[src/rtl/pb_timer_irq_pkg.sv]
// pb_timer_irq_pkg: register map, bit indices and defaults for the port-mapped timer
package pb_timer_irq_pkg;
  localparam logic [7:0] BASE_ADDR_DEF = 8'h10;
  localparam int NUM_REGS = 7;
  localparam int CTRL_EN = 0;
  localparam int CTRL_AUTO = 1;
  localparam int CTRL_IRQ_EN = 2;
  localparam int ST_EXPIRED = 0;
  localparam int ST_PEND = 1;
  localparam int ST_OVR = 2;
  typedef enum logic [2:0] {
    OFF_CTRL,
    OFF_PRESC,
    OFF_RLD_LO,
    OFF_RLD_HI,
    OFF_CNT_LO,
    OFF_CNT_HI,
    OFF_STATUS
  } reg_off_e;
endpackage

[src/rtl/pb_timer_irq_if.sv]
// pb_timer_irq_if: processor I/O port bus between the soft core and its peripherals
interface pb_timer_irq_if;
  logic [7:0] port_id;
  logic [7:0] out_port;
  logic       write_strobe;
  logic       read_strobe;
  logic [7:0] in_port;
  logic       interrupt;
  logic       interrupt_ack;
  modport master (
    output port_id, out_port, write_strobe, read_strobe, interrupt_ack,
    input  in_port, interrupt
  );
  modport slave (
    input  port_id, out_port, write_strobe, read_strobe, interrupt_ack,
    output in_port, interrupt
  );
endinterface

[src/rtl/pb_timer_irq_core.sv]
// pb_timer_irq_core: prescaler plus 16-bit down counter producing the expire event
module pb_timer_irq_core #(
  parameter int PRESCALE_W = 8
) (
  input  logic                  clk,
  input  logic                  rst,
  input  logic                  i_en,
  input  logic                  i_ctrl_wr,
  input  logic                  i_auto,
  input  logic                  i_load,
  input  logic [PRESCALE_W-1:0] i_presc,
  input  logic [15:0]           i_load_val,
  input  logic [15:0]           i_reload,
  output logic [15:0]           o_count,
  output logic                  o_expire
);
  logic [PRESCALE_W-1:0] r_presc_cnt;
  logic [15:0]           r_count;
  logic                  w_tick;
  // a CTRL write restarts the prescaler and swallows any tick due on that clock
  assign w_tick   = i_en && !i_ctrl_wr && r_presc_cnt == i_presc;
  assign o_expire = w_tick && !i_load && r_count <= 16'd1;
  assign o_count  = r_count;
  always_ff @(posedge clk) begin
    if (rst) begin
      r_presc_cnt <= '0;
      r_count     <= '0;
    end else begin
      r_presc_cnt <= (!i_en || i_ctrl_wr || w_tick) ? '0 : r_presc_cnt + 1'b1;
      r_count     <= i_load ? i_load_val : o_expire ? (i_auto ? i_reload : 16'd0) : w_tick ? r_count - 16'd1 : r_count;
    end
  end
endmodule

[src/rtl/pb_timer_irq.sv]
// pb_timer_irq: port-mapped programmable timer with sticky status and level interrupt
module pb_timer_irq
  import pb_timer_irq_pkg::*;
#(
  parameter logic [7:0] BASE_ADDR  = BASE_ADDR_DEF,
  parameter int         PRESCALE_W = 8
) (
  input logic           clk,
  input logic           rst,
  pb_timer_irq_if.slave s_bus
);
  logic [2:0]            r_ctrl;
  logic [PRESCALE_W-1:0] r_presc;
  logic [7:0]            r_rld_lo;
  logic [7:0]            r_rld_hi;
  logic [7:0]            r_cnt_hi;
  logic [2:0]            r_status;
  logic [7:0]            r_in_port;
  logic [7:0]            w_off;
  logic [7:0]            w_rd;
  logic [15:0]           w_count;
  logic [2:0]            w_w1c;
  reg_off_e              w_sel;
  logic                  w_hit;
  logic                  w_we;
  logic                  w_wr_ctrl;
  logic                  w_wr_hi;
  logic                  w_expire;
  logic                  w_irq_set;
  logic                  w_ack;
  assign w_off     = s_bus.port_id - BASE_ADDR;
  assign w_hit     = w_off < 8'(NUM_REGS);
  assign w_sel     = reg_off_e'(w_off[2:0]);
  assign w_we      = s_bus.write_strobe && w_hit;
  assign w_wr_ctrl = w_we && w_sel == OFF_CTRL;
  assign w_wr_hi   = w_we && w_sel == OFF_RLD_HI;
  assign w_w1c     = (w_we && w_sel == OFF_STATUS) ? s_bus.out_port[2:0] : 3'd0;
  assign w_irq_set = w_expire && r_ctrl[CTRL_IRQ_EN];
  assign w_ack     = s_bus.interrupt_ack;
  pb_timer_irq_core #(.PRESCALE_W(PRESCALE_W)) u_core (
    .clk       (clk),
    .rst       (rst),
    .i_en      (r_ctrl[CTRL_EN]),
    .i_ctrl_wr (w_wr_ctrl),
    .i_auto    (r_ctrl[CTRL_AUTO]),
    .i_load    (w_wr_hi),
    .i_presc   (r_presc),
    .i_load_val({s_bus.out_port, r_rld_lo}),
    .i_reload  ({r_rld_hi, r_rld_lo}),
    .o_count   (w_count),
    .o_expire  (w_expire)
  );
  always_comb begin
    w_rd = 8'h00;
    if (w_hit)
      case (w_sel)
        OFF_CTRL:   w_rd = {5'd0, r_ctrl};
        OFF_PRESC:  w_rd = 8'(r_presc);
        OFF_RLD_LO: w_rd = r_rld_lo;
        OFF_RLD_HI: w_rd = r_rld_hi;
        OFF_CNT_LO: w_rd = w_count[7:0];
        OFF_CNT_HI: w_rd = r_cnt_hi;
        OFF_STATUS: w_rd = {5'd0, r_status};
        default:    w_rd = 8'h00;
      endcase
  end
  // status set terms sit outside the clear masks so an expire beats a same-clock ack or W1C
  always_ff @(posedge clk) begin
    if (rst) begin
      r_ctrl    <= '0;
      r_presc   <= '0;
      r_rld_lo  <= '0;
      r_rld_hi  <= '0;
      r_cnt_hi  <= '0;
      r_status  <= '0;
      r_in_port <= '0;
    end else begin
      if (w_wr_ctrl) r_ctrl <= s_bus.out_port[2:0];
      else if (w_expire && !r_ctrl[CTRL_AUTO]) r_ctrl[CTRL_EN] <= 1'b0;
      if (w_we && w_sel == OFF_PRESC) r_presc <= s_bus.out_port[PRESCALE_W-1:0];
      if (w_we && w_sel == OFF_RLD_LO) r_rld_lo <= s_bus.out_port;
      if (w_wr_hi) r_rld_hi <= s_bus.out_port;
      if (s_bus.read_strobe && w_hit && w_sel == OFF_CNT_LO) r_cnt_hi <= w_count[15:8];
      r_status[ST_EXPIRED] <= w_expire | (r_status[ST_EXPIRED] & ~w_w1c[ST_EXPIRED]);
      r_status[ST_PEND]    <= w_irq_set | (r_status[ST_PEND] & ~w_w1c[ST_PEND] & ~w_ack);
      r_status[ST_OVR]     <= (w_irq_set & r_status[ST_PEND] & ~w_ack) | (r_status[ST_OVR] & ~w_w1c[ST_OVR]);
      r_in_port <= w_rd;
    end
  end
  assign s_bus.in_port   = r_in_port;
  assign s_bus.interrupt = r_status[ST_PEND];
endmodule
[src/flat_wrapper.sv]
// flat-port wrapper written by rule: the top's interface ports become plain ports
module pb_timer_irq_flat import pb_timer_irq_pkg::*;
#(
  parameter logic [7:0] BASE_ADDR  = BASE_ADDR_DEF,
  parameter int         PRESCALE_W = 8
)
  (clk, rst, s_bus_port_id, s_bus_out_port, s_bus_write_strobe, s_bus_read_strobe, s_bus_interrupt_ack, s_bus_in_port, s_bus_interrupt);
  pb_timer_irq_if s_bus_i ();
  input logic clk;
  input logic rst;
  input wire logic [$bits(s_bus_i.port_id)-1:0] s_bus_port_id;
  input wire logic [$bits(s_bus_i.out_port)-1:0] s_bus_out_port;
  input wire logic [$bits(s_bus_i.write_strobe)-1:0] s_bus_write_strobe;
  input wire logic [$bits(s_bus_i.read_strobe)-1:0] s_bus_read_strobe;
  input wire logic [$bits(s_bus_i.interrupt_ack)-1:0] s_bus_interrupt_ack;
  output wire logic [$bits(s_bus_i.in_port)-1:0] s_bus_in_port;
  output wire logic [$bits(s_bus_i.interrupt)-1:0] s_bus_interrupt;
  assign s_bus_i.port_id = s_bus_port_id;
  assign s_bus_i.out_port = s_bus_out_port;
  assign s_bus_i.write_strobe = s_bus_write_strobe;
  assign s_bus_i.read_strobe = s_bus_read_strobe;
  assign s_bus_i.interrupt_ack = s_bus_interrupt_ack;
  assign s_bus_in_port = s_bus_i.in_port;
  assign s_bus_interrupt = s_bus_i.interrupt;
  pb_timer_irq #(.BASE_ADDR(BASE_ADDR), .PRESCALE_W(PRESCALE_W)) u_core (.clk(clk), .rst(rst), .s_bus(s_bus_i));
endmodule
[config.mk]
export PLATFORM = sky130hd
export DESIGN_NAME = pb_timer_irq_flat
export DESIGN_NICKNAME = d
export VERILOG_FILES = /design/src/rtl/pb_timer_irq_pkg.sv /design/src/rtl/pb_timer_irq_if.sv /design/src/rtl/pb_timer_irq_core.sv /design/src/rtl/pb_timer_irq.sv /design/src/flat_wrapper.sv
export SDC_FILE = /design/constraint.sdc
export NUM_CORES = 1
export LEC_CHECK = 0
export CORE_AREA = 2 2 65 113
export CTS_CLUSTER_DIAMETER = 100
export DETAILED_ROUTE_END_ITERATION = 8
export DIE_AREA = 0 0 67 115
export PLACE_DENSITY = 0.78
export SLEW_MARGIN = 30
export SYNTH_ARGS = -nofsm -noshare
export SYNTH_HDL_FRONTEND = slang
export SYNTH_HIERARCHICAL = 1
export SYNTH_SLANG_ARGS = --single-unit
[constraint.sdc]
create_clock -name clk -period 7 [get_ports clk]
set_input_delay 2.1 -clock clk [delete_from_list [all_inputs] [get_ports clk]]
set_output_delay 2.1 -clock clk [all_outputs]
set_load 0.02 [all_outputs]
; Word-level counts from Yosys, hierarchy flattened
; Index checks and enable logic that the tools add are counted.
[op_classes]
n_addsub = 3
eq_ne = 7
magnitude_cmp = 2
n_reduce_logical = 25
muxes = 8
n_bitwise = 14
[ops]
columns = op, count
row1 = 16-bit 2-to-1 mux, 4
row2 = 8-bit case mux with 7 select lines, 1
row3 = "16-bit by 1-bit <= comparator with 1-bit output, second input constant", 1
row4 = "16-bit by 1-bit subtractor with 16-bit output, second input constant", 1
row5 = 1-bit logical AND, 14
row6 = "3-bit equality test, second input constant", 3
row7 = "8-bit by 1-bit adder with 8-bit output, second input constant", 1
row8 = 8-bit equality test, 1
row9 = "8-bit by 3-bit less-than comparator with 1-bit output, second input constant", 1
row10 = "8-bit by 5-bit subtractor with 8-bit output, second input constant", 1
row11 = 1-bit AND, 6
row12 = "3-bit by 2-bit equality test with 1-bit output, second input constant", 2
row13 = 1-bit inverter, 5
row14 = 1-bit logical NOT, 4
row15 = 2-bit OR reduction, 2
row16 = "3-bit by 1-bit equality test with 1-bit output, second input constant", 1
row17 = 3-bit logical NOT, 1
row18 = 3-bit 2-to-1 mux, 1
row19 = 1-bit bitwise OR, 3
row20 = 3-bit nonzero test, 1
row21 = 1-bit logical OR, 2
row22 = 1-bit 2-to-1 mux, 2
row23 = 2-bit nonzero test, 1
[totals]
wordCells = 69
reg_bits = 70
in_bits = 21

; Logic depth before layout (Yosys ltp)
[logic_depth]
depth_word = 13
mapped_depth = 13
mapped_depth_nobuf = 10

; Cells and area by module
; Netlist, hierarchy kept.
[by_module_without_submodules]
columns = mod, seq_area_each_um2, cells_each, n_inst, area_per_inst_um2
row1 = pb_timer_irq, 920.9, 223, 1, 2288.4
row2 = pb_timer_irq_core, 480.5, 211, 1, 1637.8

; Least setup slack after synthesis
; Ideal clock, no wire load.
[synth_timing]
kind = input-to-reg
startpoint = input s_bus_port_id[5]
endpoint = register u_core.u_core.r_count[3], in the netlist u_core/u_core/o_count[3]
n_path_buf = 2
path_stages = 11
required_ns = 6.914
slack_ns = 2.844
setup_ns = 0.086
arrival_time_ns = 4.070
path_cell_list = nor3b_4 > nand4_4 > inv_2 > clkbuf_1 > nor2_1 > o211ai_1 > or2_1 > buf_6 > a21oi_1 > a311o_1 > a221oi_2
[synth_rtl]
columns = item, line_no
row1 = start: declaration, flat_wrapper.sv:11  ; input wire logic [$bits(s_bus_i.port_id)-1:0] s_bus_port_id;
row2 = 8-bit by 5-bit subtractor with 8-bit output *, pb_timer_irq.sv:31  ; assign w_off = s_bus.port_id - BASE_ADDR;
row3 = 8-bit by 3-bit less-than comparator with 1-bit output *, pb_timer_irq.sv:32  ; assign w_hit = w_off < 8'(NUM_REGS);
row4 = 1-bit logical AND *, pb_timer_irq.sv:34  ; assign w_we = s_bus.write_strobe && w_hit;
row5 = 1-bit logical AND *, pb_timer_irq.sv:36  ; assign w_wr_hi = w_we && w_sel == OFF_RLD_HI;
row6 = via u_core.w_wr_hi, pb_timer_irq.sv:27  ; logic w_wr_hi;
row7 = 1-bit logical NOT, pb_timer_irq_core.sv:22  ; assign o_expire = w_tick && !i_load && r_count <= 16'd1;
row8 = 1-bit logical AND (2 in series), pb_timer_irq_core.sv:22
row9 = 16-bit 2-to-1 mux (2 in series), pb_timer_irq_core.sv:30  ; r_count <= i_load ? i_load_val : o_expire ? (i_auto ? i_reload : 16'd0) : w_tick ? r_count - 16'd1 : r_count;
row10 = end signal: assignment, pb_timer_irq_core.sv:30
row11 = end: declaration, pb_timer_irq_core.sv:18  ; logic [15:0] r_count;
; Mark *: on every way through the listed nets, which the timed path passes. The rest lies on a longest branch.
; A chain may end at the register's enable or synchronous reset.

; Final worst setup path
[layout_timing]
startpoint = input s_bus_port_id[1]
endpoint = register u_core.r_status[2]
[layout_between]
elab_chain_len = 13
[layout_rtl]
columns = item, line_no
row1 = 8-bit by 5-bit subtractor with 8-bit output *, pb_timer_irq.sv:31
row2 = 8-bit by 3-bit less-than comparator with 1-bit output, pb_timer_irq.sv:32
row3 = 1-bit logical AND, pb_timer_irq.sv:34
row4 = 1-bit logical AND *, pb_timer_irq.sv:35  ; assign w_wr_ctrl = w_we && w_sel == OFF_CTRL;
row5 = via u_core.w_wr_ctrl, pb_timer_irq.sv:26  ; logic w_wr_ctrl;
row6 = 1-bit logical NOT *, pb_timer_irq_core.sv:21  ; assign w_tick = i_en && !i_ctrl_wr && r_presc_cnt == i_presc;
row7 = 1-bit logical AND * (2 in series), pb_timer_irq_core.sv:21
row8 = 1-bit logical AND * (2 in series), pb_timer_irq_core.sv:22
row9 = via u_core.w_expire, pb_timer_irq.sv:28  ; logic w_expire;
row10 = 1-bit logical AND *, pb_timer_irq.sv:38  ; assign w_irq_set = w_expire && r_ctrl[CTRL_IRQ_EN];
row11 = 1-bit AND * (2 in series), pb_timer_irq.sv:86  ; r_status[ST_OVR] <= (w_irq_set & r_status[ST_PEND] & ~w_ack) | (r_status[ST_OVR] & ~w_w1c[ST_OVR]);
row12 = 1-bit bitwise OR *, pb_timer_irq.sv:86
row13 = end signal: indexed assignment, pb_timer_irq.sv:84  ; r_status[ST_EXPIRED] <= w_expire | (r_status[ST_EXPIRED] & ~w_w1c[ST_EXPIRED]);
row14 = end signal: indexed assignment, pb_timer_irq.sv:85  ; r_status[ST_PEND] <= w_irq_set | (r_status[ST_PEND] & ~w_w1c[ST_PEND] & ~w_ack);
row15 = end signal: indexed assignment, pb_timer_irq.sv:86
row16 = end: declaration, pb_timer_irq.sv:17  ; logic [2:0] r_status;
; Marks and branches as above.

==> results.ini <==
[run_status]
status = complete, no violations

[worst_setup_path]
crit_chain = clkdlybuf4s50_1, nor2_1, nand3_1, inv_1, nand2b_1, or4_2, nor2_1, nand2_1, o32ai_1
timing.rr.end = u_core/r_status[2]
ff2ff_path_depth = 6
cp_data_required_time_ns = 7.24
crit_type = in -> reg
cp-start-kind = input port
crit_path_max_incr_delay_ns = 0.99
r2r_start = u_core/r_presc[6]
cp-startpoint = s_bus_port_id[1]
rrSetupSlack_ns = 4.42
crit_fanout = 30
endpoint_kind = register
cp.arrival_ns = 5.58
crit_path_top_delay_cell = or4_2
path_common_cell = nor2_1

[routing]
drtPass1Iterations = 5
wl_per_cell_um = 19.5
vias = 3383
via_per_inst = 6.28
wl_um = 10500
dr.first_iter.drc_count = 354
drc_errors = 0
ant_nets = 0

[place]
dp_cells = 523
hpwl_um = 7610
dp_slack_ns = 1.30
portBuffers = 29
gp_congestion = 0.987

[sta]
slew_violations = 0
finalSetupViolCount = 0
fmax_mhz = 187
finalCriticalPeriod_ns = 5.34
tns_ns = 0
max_slew_margin_pct = 38.2
finalHoldViolations = 0
fin_ws_ns = 1.66
rsz0062_at_grt = false
final.period_utilization_pct = 76.3
worstMarginPinSlew_ns = 0.919
fin_skew_ns = 0.00698

[run]
max_cap_violations = 0

[yosys]
synth.distinct_cells = 65
async_flop_share_pct = 0
netlist_area_mm2 = 0.00393
ys_ff_latch = 70
syn_nets = 458
synth_enable_flop_cells = 0
postSynthCellCount = 434
syn_area_per_cell_um2 = 9.05
synth_warnings = 6
yosys_most_used_dff = dfxtp_1
synth-seq-area-share_pct = 35.7

[global_route]
grt_pass1_vias = 3285
grt_pass1_wl_um = 16700
grt_start_max_net_pins = 75
grtUsageTotal_pct = 29.3
overflow = 0
antenna_found_initial = 0

[final_layout]
nets = 474
final_cells = 539
drive_gt1_share_pct = 11.4
area_growth_pct = 15.3
diodes = 0

[pwr]
p_leak_nw = 1.74
peakVddDrop_mv = 0.222
p_per_area_mw_per_mm2 = 209

[cts]
postCtsSetupBuffers = 0
clock_sinks = 70
clk_pin_slew_worst_paths_ns = 0.06
clk_latency_ns = 0.34
clockBufferDepth = 2
cts_resized = 0
cts_hold_buf = 0
root_buffer = clkbuf_16
cts_buffers = 9
cts_tree = built
cts_max_level = 3

[floorplanning]
fp-row-count = 40
core_area_mm2 = 0.00681
die_h_um = 115
fp.dieW_um = 67
dieArea_mm2 = 0.00771
io_pins = 30
start_util_pct = 57.7

[worst_hold_path]
worstHoldEndpoint = u_core/u_core/r_presc_cnt[0]
hp-class = reg -> reg
min-delay-start = u_core/u_core/r_presc_cnt[0]
min_path_cells = 1

## registers in the layout, summed over array words and instances, names as in the netlist
signal / count
u_core/r_rld_hi: 8
u_core/r_status: 3
u_core/s_bus.in_port: 8
u_core/r_cnt_hi: 8
u_core/u_core/r_presc_cnt: 8
u_core/r_rld_lo: 8
u_core/r_ctrl: 3
u_core/u_core/o_count: 16
u_core/r_presc: 8
## report_power, final
group          switching, mW  internal (mW)
Combinational         0.0289         0.0238
Clock                  0.173          0.320
Sequential          0.000710          0.399
## stage by stage
| step | utilization, % | cell area, µm² | hold WS [ns] | power, mW |
|---|---|---|---|---|
| 2_1_floorplan | - | 3930 | 0.436 | 0.442 |
| 3_3_place_gp | 61.7 | 4200 | 0.447 | 0.459 |
| 3_5_place_dp | 61.7 | 4200 | 0.467 | 0.460 |
| 4_1_cts | 66.5 | 4520 | 0.480 | 0.949 |
| 5_1_grt | 66.5 | 4530 | 0.515 | 0.970 |
| 6_report | 66.5 | 4530 | 0.479 | 0.946 |
## Yosys cell counts, drive strengths merged, types with 3 or more instances
cell    instances  share of area (%)
nor3b           4                1.2
o21ai           5               0.64
a311oi          3               0.67
o22ai           3               0.48
inv            18                1.7
mux2           11                3.2
nor2           25                2.4
nand3          17                2.7
and2            4               0.64
nand4           5                1.6
mux2i          37                9.4
nor3            5               0.64
buf            15                2.3
nor2b           5               0.86
a22oi           6                1.1
and3            4               0.70
nor4            4                1.0
ha              3               0.96
a31oi           5               0.80
dfxtp          70                 36
a32oi           3               0.67
clkbuf         11                1.1
xnor2          13                2.9
xor2            7                1.6
nand2          23                2.2
nand2b         54                8.6
a21oi          27                3.4
o32ai           3               0.67
a221oi         13                3.2
## critical path, delay by kind of cell
kind	cells	cell delay (ns)
simple gates	6	2.16
compound gates	1	0.30
buf+inv	2	1.00
## layer usage
metal / global-route usage [%] / share of wire [%] / routed length (µm) / vias to the layer above
li1: - / - / - / 1591
met1: 33.3 / 38 / 4010 / 1606
met2: 47.3 / 51 / 5410 / 135
met3: 5.97 / 4.5 / 471 / 51
met4: 21.5 / 6.0 / 636 / 0
met5: 0 / 0 / 0 / -
## how the worst max path moves through the flow
stage,end,slack [ns],cells past startpoint
2_1_floorplan,u_core/u_core/o_count[3],2.84,11
3_3_place_gp,u_core/u_core/o_count[0],1.43,9
3_5_place_dp,u_core/r_status[2],1.30,9
4_1_cts,u_core/u_core/o_count[0],1.67,9
5_1_grt,u_core/r_status[2],1.44,9
6_report,u_core/r_status[2],1.66,9
## final cells by class
cell class,count,area [µm²]
Tap cell,84,105
Fill cell,581,2280
Clock inverter,6,85.1
Multi-Input combinational cell,320,2330
Timing Repair Buffer,31,303
Clock buffer,10,239
Inverter,18,67.6
Sequential cell,70,1400
## logic make-up after synthesis
kind of cell    after synthesis  synth area share [%]
fa+ha+maj                     3                 0.956
xor+xnor                     20                  4.46
compound gates               87                  16.0
flops                        70                  35.7
buf+inv                      44                  5.07
mux                          48                  12.6
simple gates                162                  25.3
## cell usage in the layout (no fill, tap or decap), types with 6 or more instances in the layout
cell type,n
xnor2_1,13
a22oi_1,6
clkbuf_16,9
nand3_1,13
dfxtp_1,70
nor2_1,25
nand2b_1,54
a221oi_1,11
clkdlybuf4s50_1,28
mux2_2,11
inv_1,17
a21oi_1,27
mux2i_1,37
nand2_1,23
xor2_1,7
(Power assumes the default switching activity.)
